`config.mk`:
```
export PLATFORM = sky130hd
export DESIGN_NAME = bcd_date_entry_flat
export DESIGN_NICKNAME = d
export VERILOG_FILES = /design/src/rtl/date_entry_pkg.sv /design/src/rtl/bcd_date_entry_if.sv /design/src/rtl/key_debounce.sv /design/src/rtl/bcd_date_entry.sv /design/src/flat_wrapper.sv
export SDC_FILE = /design/constraint.sdc
export NUM_CORES = 1
export LEC_CHECK = 0
export ABC_AREA = 0
export BUFFER_PORTS_ARGS = -buffer_cell sky130_fd_sc_hd__buf_2
export CAP_MARGIN = 10
export CORE_MARGIN = 2
export CORE_UTILIZATION = 30
export CTS_CLUSTER_DIAMETER = 150
export DETAILED_ROUTE_END_ITERATION = 7
export PLACE_DENSITY_LB_ADDON = 0.2
export SLEW_MARGIN = 10
export SYNTH_ARGS = -nofsm -noshare
export SYNTH_HDL_FRONTEND = slang
export SYNTH_SLANG_ARGS = --single-unit
```
`constraint.sdc`:
```
create_clock -name CLK -period 3.29 [get_ports CLK]
set_input_delay 0.658 -clock CLK [delete_from_list [all_inputs] [get_ports CLK]]
set_output_delay 0.658 -clock CLK [all_outputs]
set_load 0.02 [all_outputs]
```
`src/rtl/date_entry_pkg.sv`:
```
`default_nettype none
// ============================================================================
// Package     : date_entry_pkg
// Description : Shared types and constants for the BCD date entry block:
//               FSM state encoding (doubles as field_sel), field indices,
//               packed-BCD field limits and a BCD digit validity helper.
// Revision    : 1.0 - initial release
// ============================================================================
package date_entry_pkg;

    // State value is exported directly as field_sel.
    typedef enum logic [1:0] {
        S_MONTH = 2'd0,
        S_DAY   = 2'd1,
        S_YEAR  = 2'd2,
        S_DONE  = 2'd3
    } state_t;

    localparam int FIELD_MONTH = 0;
    localparam int FIELD_DAY   = 1;
    localparam int FIELD_YEAR  = 2;

    // Limits are packed BCD; once both digits are known to be <= 9 a plain
    // binary compare orders BCD values correctly.
    localparam logic [7:0] MONTH_MAX = 8'h12;
    localparam logic [7:0] DAY_MAX   = 8'h31;
    localparam logic [7:0] YEAR_MAX  = 8'h99;

    function automatic logic bcd_digits_ok(input logic [7:0] v);
        return (v[7:4] <= 4'd9) && (v[3:0] <= 4'd9);
    endfunction

endpackage
`default_nettype wire

```
`src/rtl/bcd_date_entry_if.sv`:
```
`default_nettype none
// ============================================================================
// Interface   : bcd_date_entry_if
// Description : User-side and result signals of bcd_date_entry.
//               master : drives KEY/SW, observes results (board / bench)
//               slave  : the date entry block
//   KEY[1:0]    raw active-low buttons, [0]=load, [1]=next/commit
//   SW[7:0]     BCD field value
//   date_o      committed {MM,DD,YY}
//   date_valid  one-cycle commit pulse
//   edit_bcd    working date for preview
//   field_sel   0=month 1=day 2=year 3=done
//   err         last action rejected (sticky)
// Revision    : 1.0 - initial release
// ============================================================================
interface bcd_date_entry_if;
    logic [1:0]  KEY;
    logic [7:0]  SW;
    logic [23:0] date_o;
    logic        date_valid;
    logic [23:0] edit_bcd;
    logic [1:0]  field_sel;
    logic        err;

    modport master (
        output KEY, SW,
        input  date_o, date_valid, edit_bcd, field_sel, err
    );

    modport slave (
        input  KEY, SW,
        output date_o, date_valid, edit_bcd, field_sel, err
    );
endinterface
`default_nettype wire

```
`src/rtl/key_debounce.sv`:
```
`default_nettype none
// ============================================================================
// Module      : key_debounce
// Description : Two-flop synchronizer, stability counter and press detector
//               for one active-low push-button. A new level is accepted after
//               DEBOUNCE_CYCLES consecutive samples differing from the current
//               debounced level; a debounced high->low change yields a
//               one-cycle o_press. Reset holds the released (high) state so
//               reset itself never produces a press.
//   clk, rst    clock, synchronous active-high reset
//   i_key_n     raw button, active-low
//   o_press     one-cycle press event
// Revision    : 1.0 - initial release
// ============================================================================
module key_debounce #(
    parameter int DEBOUNCE_CYCLES = 500000
) (
    input  wire logic clk,
    input  wire logic rst,
    input  wire logic i_key_n,
    output logic      o_press
);
    localparam int              c_cnt_w    = $clog2(DEBOUNCE_CYCLES + 1);
    localparam logic [c_cnt_w-1:0] c_cnt_last = c_cnt_w'(DEBOUNCE_CYCLES - 1);

    logic [1:0]         r_sync;
    logic               r_stable;
    logic [c_cnt_w-1:0] r_cnt;
    logic               r_press;

    always_ff @(posedge clk) begin
        if (rst) begin
            r_sync   <= 2'b11;
            r_stable <= 1'b1;
            r_cnt    <= '0;
            r_press  <= 1'b0;
        end else begin
            r_sync  <= {r_sync[0], i_key_n};
            r_press <= 1'b0;
            if (r_sync[1] != r_stable) begin
                // Any sample equal to the current level restarts the count,
                // so only an uninterrupted run is accepted.
                if (r_cnt == c_cnt_last) begin
                    r_stable <= r_sync[1];
                    r_cnt    <= '0;
                    r_press  <= r_stable & ~r_sync[1];
                end else begin
                    r_cnt <= r_cnt + 1'b1;
                end
            end else begin
                r_cnt <= '0;
            end
        end
    end

    assign o_press = r_press;
endmodule
`default_nettype wire

```
`src/rtl/bcd_date_entry.sv`:
```
`default_nettype none
// ============================================================================
// Module      : bcd_date_entry
// Description : Interactive packed-BCD date entry {MM,DD,YY}. KEY0 loads SW
//               into the current field after BCD/range checks, KEY1 advances
//               to the next field and, from the year field, commits the
//               working date to date_o with a one-cycle date_valid pulse.
//   CLK, RST    clock, synchronous active-high reset
//   bus         bcd_date_entry_if.slave (KEY, SW, date_o, date_valid,
//               edit_bcd, field_sel, err)
// Configuration macro: DATE_CALENDAR_CHECK_EN - when defined, the commit also
//               checks the day against the month length (leap year when the
//               BCD year is divisible by 4, 00 included).
// Revision    : 1.0 - initial release
// ============================================================================
module bcd_date_entry
    import date_entry_pkg::*;
#(
    parameter int          DEBOUNCE_CYCLES = 500000,
    parameter logic [23:0] INIT_DATE       = 24'h010100
) (
    input  wire logic      CLK,
    input  wire logic      RST,
    bcd_date_entry_if.slave bus
);
    state_t      r_state, w_state_nxt;
    logic [23:0] r_edit,  w_edit_nxt;
    logic [23:0] r_date,  w_date_nxt;
    logic        r_valid, w_valid_nxt;
    logic        r_err,   w_err_nxt;
    logic [3:0]  r_loaded, w_loaded_nxt;   // indexed by state; bit 3 unused
    logic        w_load_ev, w_next_ev;
    logic        w_load_ok;
    logic        w_cal_ok;

    key_debounce #(.DEBOUNCE_CYCLES(DEBOUNCE_CYCLES)) u_key_load (
        .clk     (CLK),
        .rst     (RST),
        .i_key_n (bus.KEY[0]),
        .o_press (w_load_ev)
    );

    key_debounce #(.DEBOUNCE_CYCLES(DEBOUNCE_CYCLES)) u_key_next (
        .clk     (CLK),
        .rst     (RST),
        .i_key_n (bus.KEY[1]),
        .o_press (w_next_ev)
    );

    // Field acceptance: digits must be BCD first so the magnitude compare
    // against the BCD limits is meaningful.
    always_comb begin
        w_load_ok = 1'b0;
        case (r_state)
            S_MONTH: w_load_ok = bcd_digits_ok(bus.SW) && (bus.SW != 8'h00) && (bus.SW <= MONTH_MAX);
            S_DAY:   w_load_ok = bcd_digits_ok(bus.SW) && (bus.SW != 8'h00) && (bus.SW <= DAY_MAX);
            S_YEAR:  w_load_ok = bcd_digits_ok(bus.SW) && (bus.SW <= YEAR_MAX);
            default: w_load_ok = 1'b0;
        endcase
    end

`ifdef DATE_CALENDAR_CHECK_EN
    logic [7:0] w_day_limit;
    logic       w_leap;

    always_comb begin
        // Divisible by 4 in BCD: even tens need units 0/4/8, odd tens 2/6.
        if (r_edit[4])
            w_leap = (r_edit[3:0] == 4'd2) || (r_edit[3:0] == 4'd6);
        else
            w_leap = (r_edit[3:0] == 4'd0) || (r_edit[3:0] == 4'd4) || (r_edit[3:0] == 4'd8);
        case (r_edit[23:16])
            8'h04, 8'h06, 8'h09, 8'h11: w_day_limit = 8'h30;
            8'h02:                      w_day_limit = w_leap ? 8'h29 : 8'h28;
            default:                    w_day_limit = DAY_MAX;
        endcase
    end

    assign w_cal_ok = (r_edit[15:8] <= w_day_limit);
`else
    assign w_cal_ok = 1'b1;
`endif

    always_comb begin
        w_state_nxt  = r_state;
        w_edit_nxt   = r_edit;
        w_date_nxt   = r_date;
        w_valid_nxt  = 1'b0;
        w_err_nxt    = r_err;
        w_loaded_nxt = r_loaded;

        // A load takes priority; a simultaneous next is dropped.
        if (w_load_ev && (r_state != S_DONE)) begin
            if (w_load_ok) begin
                case (r_state)
                    S_MONTH: w_edit_nxt[23:16] = bus.SW;
                    S_DAY:   w_edit_nxt[15:8]  = bus.SW;
                    default: w_edit_nxt[7:0]   = bus.SW;
                endcase
                w_loaded_nxt[r_state] = 1'b1;
                w_err_nxt             = 1'b0;
            end else begin
                w_err_nxt = 1'b1;
            end
        end else if (w_next_ev) begin
            case (r_state)
                S_MONTH: begin
                    if (!r_loaded[FIELD_MONTH]) w_err_nxt   = 1'b1;
                    else                        w_state_nxt = S_DAY;
                end
                S_DAY: begin
                    if (!r_loaded[FIELD_DAY]) w_err_nxt   = 1'b1;
                    else                      w_state_nxt = S_YEAR;
                end
                S_YEAR: begin
                    if (!r_loaded[FIELD_YEAR] || !w_cal_ok) begin
                        w_err_nxt = 1'b1;
                    end else begin
                        w_state_nxt = S_DONE;
                        w_date_nxt  = r_edit;
                        w_valid_nxt = 1'b1;
                        w_err_nxt   = 1'b0;
                    end
                end
                default: begin
                    // Start a fresh pass; the working date is kept as a preview.
                    w_state_nxt  = S_MONTH;
                    w_loaded_nxt = '0;
                end
            endcase
        end
    end

    always_ff @(posedge CLK) begin
        if (RST) begin
            r_state  <= S_MONTH;
            r_edit   <= INIT_DATE;
            r_date   <= INIT_DATE;
            r_valid  <= 1'b0;
            r_err    <= 1'b0;
            r_loaded <= '0;
        end else begin
            r_state  <= w_state_nxt;
            r_edit   <= w_edit_nxt;
            r_date   <= w_date_nxt;
            r_valid  <= w_valid_nxt;
            r_err    <= w_err_nxt;
            r_loaded <= w_loaded_nxt;
        end
    end

    assign bus.date_o     = r_date;
    assign bus.date_valid = r_valid;
    assign bus.edit_bcd   = r_edit;
    assign bus.field_sel  = r_state;
    assign bus.err        = r_err;
endmodule
`default_nettype wire
```
`src/flat_wrapper.sv`:
```
// flat-port wrapper written by rule: the top's interface ports become plain ports
module bcd_date_entry_flat import date_entry_pkg::*;
#(
    parameter int          DEBOUNCE_CYCLES = 500000,
    parameter logic [23:0] INIT_DATE       = 24'h010100
)
  (CLK, RST, bus_KEY, bus_SW, bus_date_o, bus_date_valid, bus_edit_bcd, bus_field_sel, bus_err);
  bcd_date_entry_if bus_i ();
  input  wire logic CLK;
  input  wire logic RST;
  input wire logic [$bits(bus_i.KEY)-1:0] bus_KEY;
  input wire logic [$bits(bus_i.SW)-1:0] bus_SW;
  output wire logic [$bits(bus_i.date_o)-1:0] bus_date_o;
  output wire logic [$bits(bus_i.date_valid)-1:0] bus_date_valid;
  output wire logic [$bits(bus_i.edit_bcd)-1:0] bus_edit_bcd;
  output wire logic [$bits(bus_i.field_sel)-1:0] bus_field_sel;
  output wire logic [$bits(bus_i.err)-1:0] bus_err;
  assign bus_i.KEY = bus_KEY;
  assign bus_i.SW = bus_SW;
  assign bus_date_o = bus_i.date_o;
  assign bus_date_valid = bus_i.date_valid;
  assign bus_edit_bcd = bus_i.edit_bcd;
  assign bus_field_sel = bus_i.field_sel;
  assign bus_err = bus_i.err;
  bcd_date_entry #(.DEBOUNCE_CYCLES(DEBOUNCE_CYCLES), .INIT_DATE(INIT_DATE)) u_core (.CLK(CLK), .RST(RST), .bus(bus_i));
endmodule
```
After elaboration in Yosys (flattened, before gate mapping):

Index checks and enable logic that the tools add are counted.
W data, S select, Z words.

* reduce and logical (&&, ||, !) cells: 27
* add/subtract/negate cells: 2
* multiplexer cells: 19
* equal/unequal tests: 14
* order comparisons: 7
* bitwise gates (word level): 13

Operators by type and width (count)
* $add A19 B1 Y19 const B: 2
* $eq A19 B19 Y1 const B: 2
* $mux W4: 4
* $reduce_or A3 Y1: 5
* $reduce_and A3 Y1: 4
* $ne A2 B1 Y1 const B: 5
* $not A1 Y1: 10
* $le A4 B4 Y1 const B: 2
* $le A8 B5 Y1 const B: 1
* $le A8 B6 Y1 const B: 1
* $le A8 B8 Y1 const B: 1
* $mux W1: 8
* $reduce_and A4 Y1: 2
* $reduce_bool A8 Y1: 1
* $logic_and A1 B1 Y1: 7
* $mux W2: 3
* $ne A3 B3 Y1 const B: 2
* $pmux W1 S3: 2
* $pmux W2 S3: 1
* $reduce_and A5 Y1: 1
* $or A4 B4 Y4: 1
* $reduce_and A2 Y1: 2
* $reduce_bool A4 Y1: 1
* $reduce_or A4 Y1: 1
* 11 further kinds: 13

* logic and storage cells: 98
* input bits: 12
* register bits: 102
* output and inout port bits: 52

Depth between registers and ports, before layout:

* word-level depth: 7
* gate-level depth with buffers: 9
* depth with buffers taken out: 7

Hierarchy:

From an unflattened synthesis, not the netlist that was laid out.

* cells, all modules: 480
* area, all modules: 4478.0 µm²

By module, submodules not included
* bcd_date_entry: instances 1, area an instance 2404.8 µm², sequential area each 1101.1 µm², cells each 260
* key_debounce at u_core.u_key_next: instances 1, area an instance 1066.0 µm², sequential area each 460.4 µm², cells each 111
* key_debounce at u_core.u_key_load: instances 1, area an instance 1007.2 µm², sequential area each 460.4 µm², cells each 109

Worst setup path after synthesis:

Ideal clock, no wire load.

* path type: reg2reg
* start: register u_core.r_state[1] (netlist: u_core.bus.field_sel[1])
* end: register u_core.r_edit[7] (netlist: u_core.bus.edit_bcd[7])
* setup slack: 1.195 ns
* library setup time: 0.072 ns
* stages on the path, launching flop included: 8
* path buffers: 1
* required time: 3.218 ns
* clock period less this slack: 2.095 ns
* arrival time: 2.023 ns
* cell sequence: dfxtp_1 -> ha_1 -> buf_4 -> nor3b_2 -> o211ai_2 -> nor4_4 -> and2_1 -> mux2i_1

* longest elaborated chain between the ends: 4
* elaborated cells between the ends (all ways): 9
* classes of those cells: eq/ne: 3; mux: 1; bitwise: 1; reduce/logical: 4

RTL lines
* start, declared: RTL line bcd_date_entry.sv:26 `state_t r_state, w_state_nxt;`
* start signal, assigned: RTL line bcd_date_entry.sv:143 `r_state <= w_state_nxt;`
* branches (longest 3 deep; another with $pmux W1 S3)
* $reduce_and A3 Y1 (no line) *
* end signal, assigned: RTL line bcd_date_entry.sv:144 `r_edit <= w_edit_nxt;`
* end, declared: RTL line bcd_date_entry.sv:27 `logic [23:0] r_edit, w_edit_nxt;`

Mark *: on every way between the ends.
A chain may end at the register's enable or synchronous reset.

Worst setup path in the final report:

* start: register u_core.u_key_next.r_cnt[0]
* end: register u_core.u_key_next.r_cnt[8]

* longest elaborated chain between the ends: 2
* elaborated cells between the ends (all ways): 3
* classes of those cells: add/sub: 1; eq/ne: 1; reduce/logical: 1

RTL lines
* start, declared: RTL line key_debounce.sv:28 `logic [c_cnt_w-1:0] r_cnt;`
* start signal, assigned: RTL line key_debounce.sv:48 `r_cnt <= r_cnt + 1'b1;`
* branches (longest 2 deep; another with $add A19 B1 Y19)

Parallel ways; which one is timed is not known.

==> flow_summary.ini <==
[clock_network]
numCtsBuffers = 9
cts_max_level = 3
worst_setup_hold_path_clk_slew_ps = 70
ctsHoldBuffers = 0
clockBufferDepth = 2
cts_setup_buffers = 0
cts_sinks = 101
cts-root-buf = clkbuf_16
insertion_delay_ps = 340
cts_resized = 0
cts_tree = done

[hold_path]
hp-start = u_core.u_key_load.r_sync[0]
hold_path_class = flip-flop to flip-flop

[worst_setup_path]
setup.worst_path.end_class = flip-flop
start_kind = flip-flop
crit_required_ps = 3490
regToRegStartpoint = u_core.u_key_next.r_cnt[0]
worstSetupStartpoint = u_core.u_key_next.r_cnt[0]
critPathKind = flip-flop to flip-flop
cp.arrival_ps = 2590
critPathMaxFanout = 19

[pwr]
ir_drop_uv = 236.4
leakagePower_nw = 2.008
power.density_mw_per_mm2 = 465.7
p_total_w = 0.002329

[drt]
finalWirelength_um = 9183
firstDrtPassIters = 4
drc = 0
via_per_inst = 4.570
vias = 3272
final_antenna_net_count = 0
routedWlPerCell_um = 12.83
drt_iter0_drc = 152

[synthesis]
synth.most_common_cell = dfxtp_1
synth-edff-count = 0
syn_inst = 472
syn_nets = 493
synthAdderAreaFrac_pct = 2.671
synth_seq_cells = 101
synth.area.mux_share_pct = 5.462
synth.top_cell.area_share_pct = 47.97
synthTopCellsByArea = dfxtp_1 (48%), nand2_1 (5.9%), nor2_1 (5.7%), mux2i_1 (5.5%), xor2_1 (4.4%)
synth_top_cell_by_area = dfxtp_1
synthDistinctLibCells = 44
ys_warn_count = 0
synth-simple-area-share_pct = 27.46
synth-main-ff-cell = dfxtp_1
synth_compound_area_share_pct = 6.411
synthesis.area_sq_mm = 0.004215
synth_xor_area_share_pct = 7.064
async_flop_share_pct = 0
synth_top_family_by_area = simple AND/OR/NAND/NOR gates
netlist_top_cells_count = dfxtp_1 (101), nand2_1 (66), nor2_1 (64), a21oi_1 (26)
synth_area_per_cell_sq_um = 8.931
ys_seq_area_share_pct = 47.97

[floorplan]
die_w_um = 122.5
io_pins = 64
dieArea_sq_mm = 0.01501
die_y_um = 122.5
start_util_pct = 30.49
placeableCoreArea_sq_mm = 0.01383
rows = 43

[timing]
setup_ws_ps = 905.9
worstMarginPinSlew_ps = 723.1
slew_headroom_pct = 51.79
setup_viol_count_final = 0
rsz0062_at_grt = false
fin_tns_setup_ps = 0
hold_viol = 0
fin_crit_sh_pct = 72.46
clock.fmax_mhz = 419.4
fin_worst_skew_ps = 6.098
finalWorstPathRequiredPeriod_ps = 2384
drv_slew = 0

[grt]
grt.overflow.total = 0
first_global_vias = 3127
antenna_found_initial = 0
grt_pass1_wl_um = 15280
track_usage_pct = 12.87
grt_max_degree = 61

[layout]
area_growth_pct = 18.64
utilization_pct = 36.17
drive_gt1_share_pct = 17.35
n_fill_cell = 1410
finalNetCount = 552
num_antenna_cells = 0

[placed_design]
post-place-ws_ps = 935.4
place_congestion = 0.7588
port_buffers = 63
dp_hpwl_um = 6690

[job]
drv_cap = 0

[status]
status = finished, final reports clean
==> cell families after synthesis <==
| group | count (synthesis) |
|---|---|
| simple gates | 231 |
| mux | 23 |
| xor+xnor | 34 |
| compound gates | 44 |
| fa+ha+maj | 9 |
| buf+inv | 30 |
| flops | 101 |
==> where the power goes <==
part	total (W)	switching [W]	internal [W]
Sequential	0.00123	0.00000146	0.00122
Clock	0.00105	0.000456	0.000593
Combinational	0.0000531	0.0000359	0.0000173
==> layout by cell type, fill, tap and decap left out, types with 2 or more instances in the layout <==
master and n:
xnor2_1 13, dfxtp_1 101, nor4b_1 5, nor4_2 2
o21ai_0 4, ha_1 9, nand2b_1 23, a211oi_1 3
mux2i_1 23, clkbuf_1 2, nor2_1 64, o21a_1 2
xor2_1 21, clkbuf_16 9, and3_1 9, and4_1 4
nor4_1 2, or2_2 4, nor2b_1 6, nand2_1 66
and2_1 3, a21oi_1 26, buf_2 63, inv_1 11
nand3_1 19, nand4_1 7, nor3_1 7, buf_4 4
nand3b_1 2, nand2_4 2
==> metal layers <==
metal,vias up,track usage [%],wire length (um)
li1,1701,-,-
met1,1494,16.40,4358
met2,66,20.90,4227
met3,11,3.439,419
met4,0,4.670,178
met5,-,0,0
==> sequential cells by signal, summed over array words and instances (netlist names), 2 cells and up <==
signal,flops
u_core.r_loaded,3
u_core.u_key_next.r_sync,2
u_core.bus.field_sel,2
u_core.u_key_next.r_cnt,19
u_core.bus.date_o,24
u_core.u_key_load.r_sync,2
u_core.bus.edit_bcd,24
u_core.u_key_load.r_cnt,19
==> worst max-delay path, stage by stage, from the launching register on <==
cell and delay (ps):
dfxtp_1 390, ha_1 290, nand4_1 160, nor4_1 610, nand2b_1 670, nor2_1 120
==> metrics by stage <==
step	cell area, sq um	hold WS (ps)	std cells
4_1_cts	5001	421.1	716
2_1_floorplan	4215	389.5	472
3_3_place_gp	4708	398.2	700
5_1_grt	5001	436.8	716
3_5_place_dp	4708	405.9	700
6_report	5001	425.5	716
==> worst paths after layout <==
path	to	slack [ps]	cells after the start
max	u_core.u_key_next.r_cnt[8]	910	5
min	u_core.u_key_load.r_sync[1]	430	1
max reg2reg	u_core.u_key_next.r_cnt[8]	910	5
min reg2reg	u_core.u_key_load.r_sync[1]	430	1
==> area by class of cell <==
type | instances | area [sq um] | area share, %
inverters | 11 | 41.29 | 0.8256
multi-input cells | 341 | 2074 | 41.48
clock inverters | 5 | 60.06 | 1.201
repair buffers | 67 | 345.3 | 6.905
clock buffers | 11 | 232.7 | 4.653
well taps | 180 | 225.2 | 4.503
flip-flops and latches | 101 | 2022 | 40.43
No activity file was read; power rests on OpenSTA's default activity.
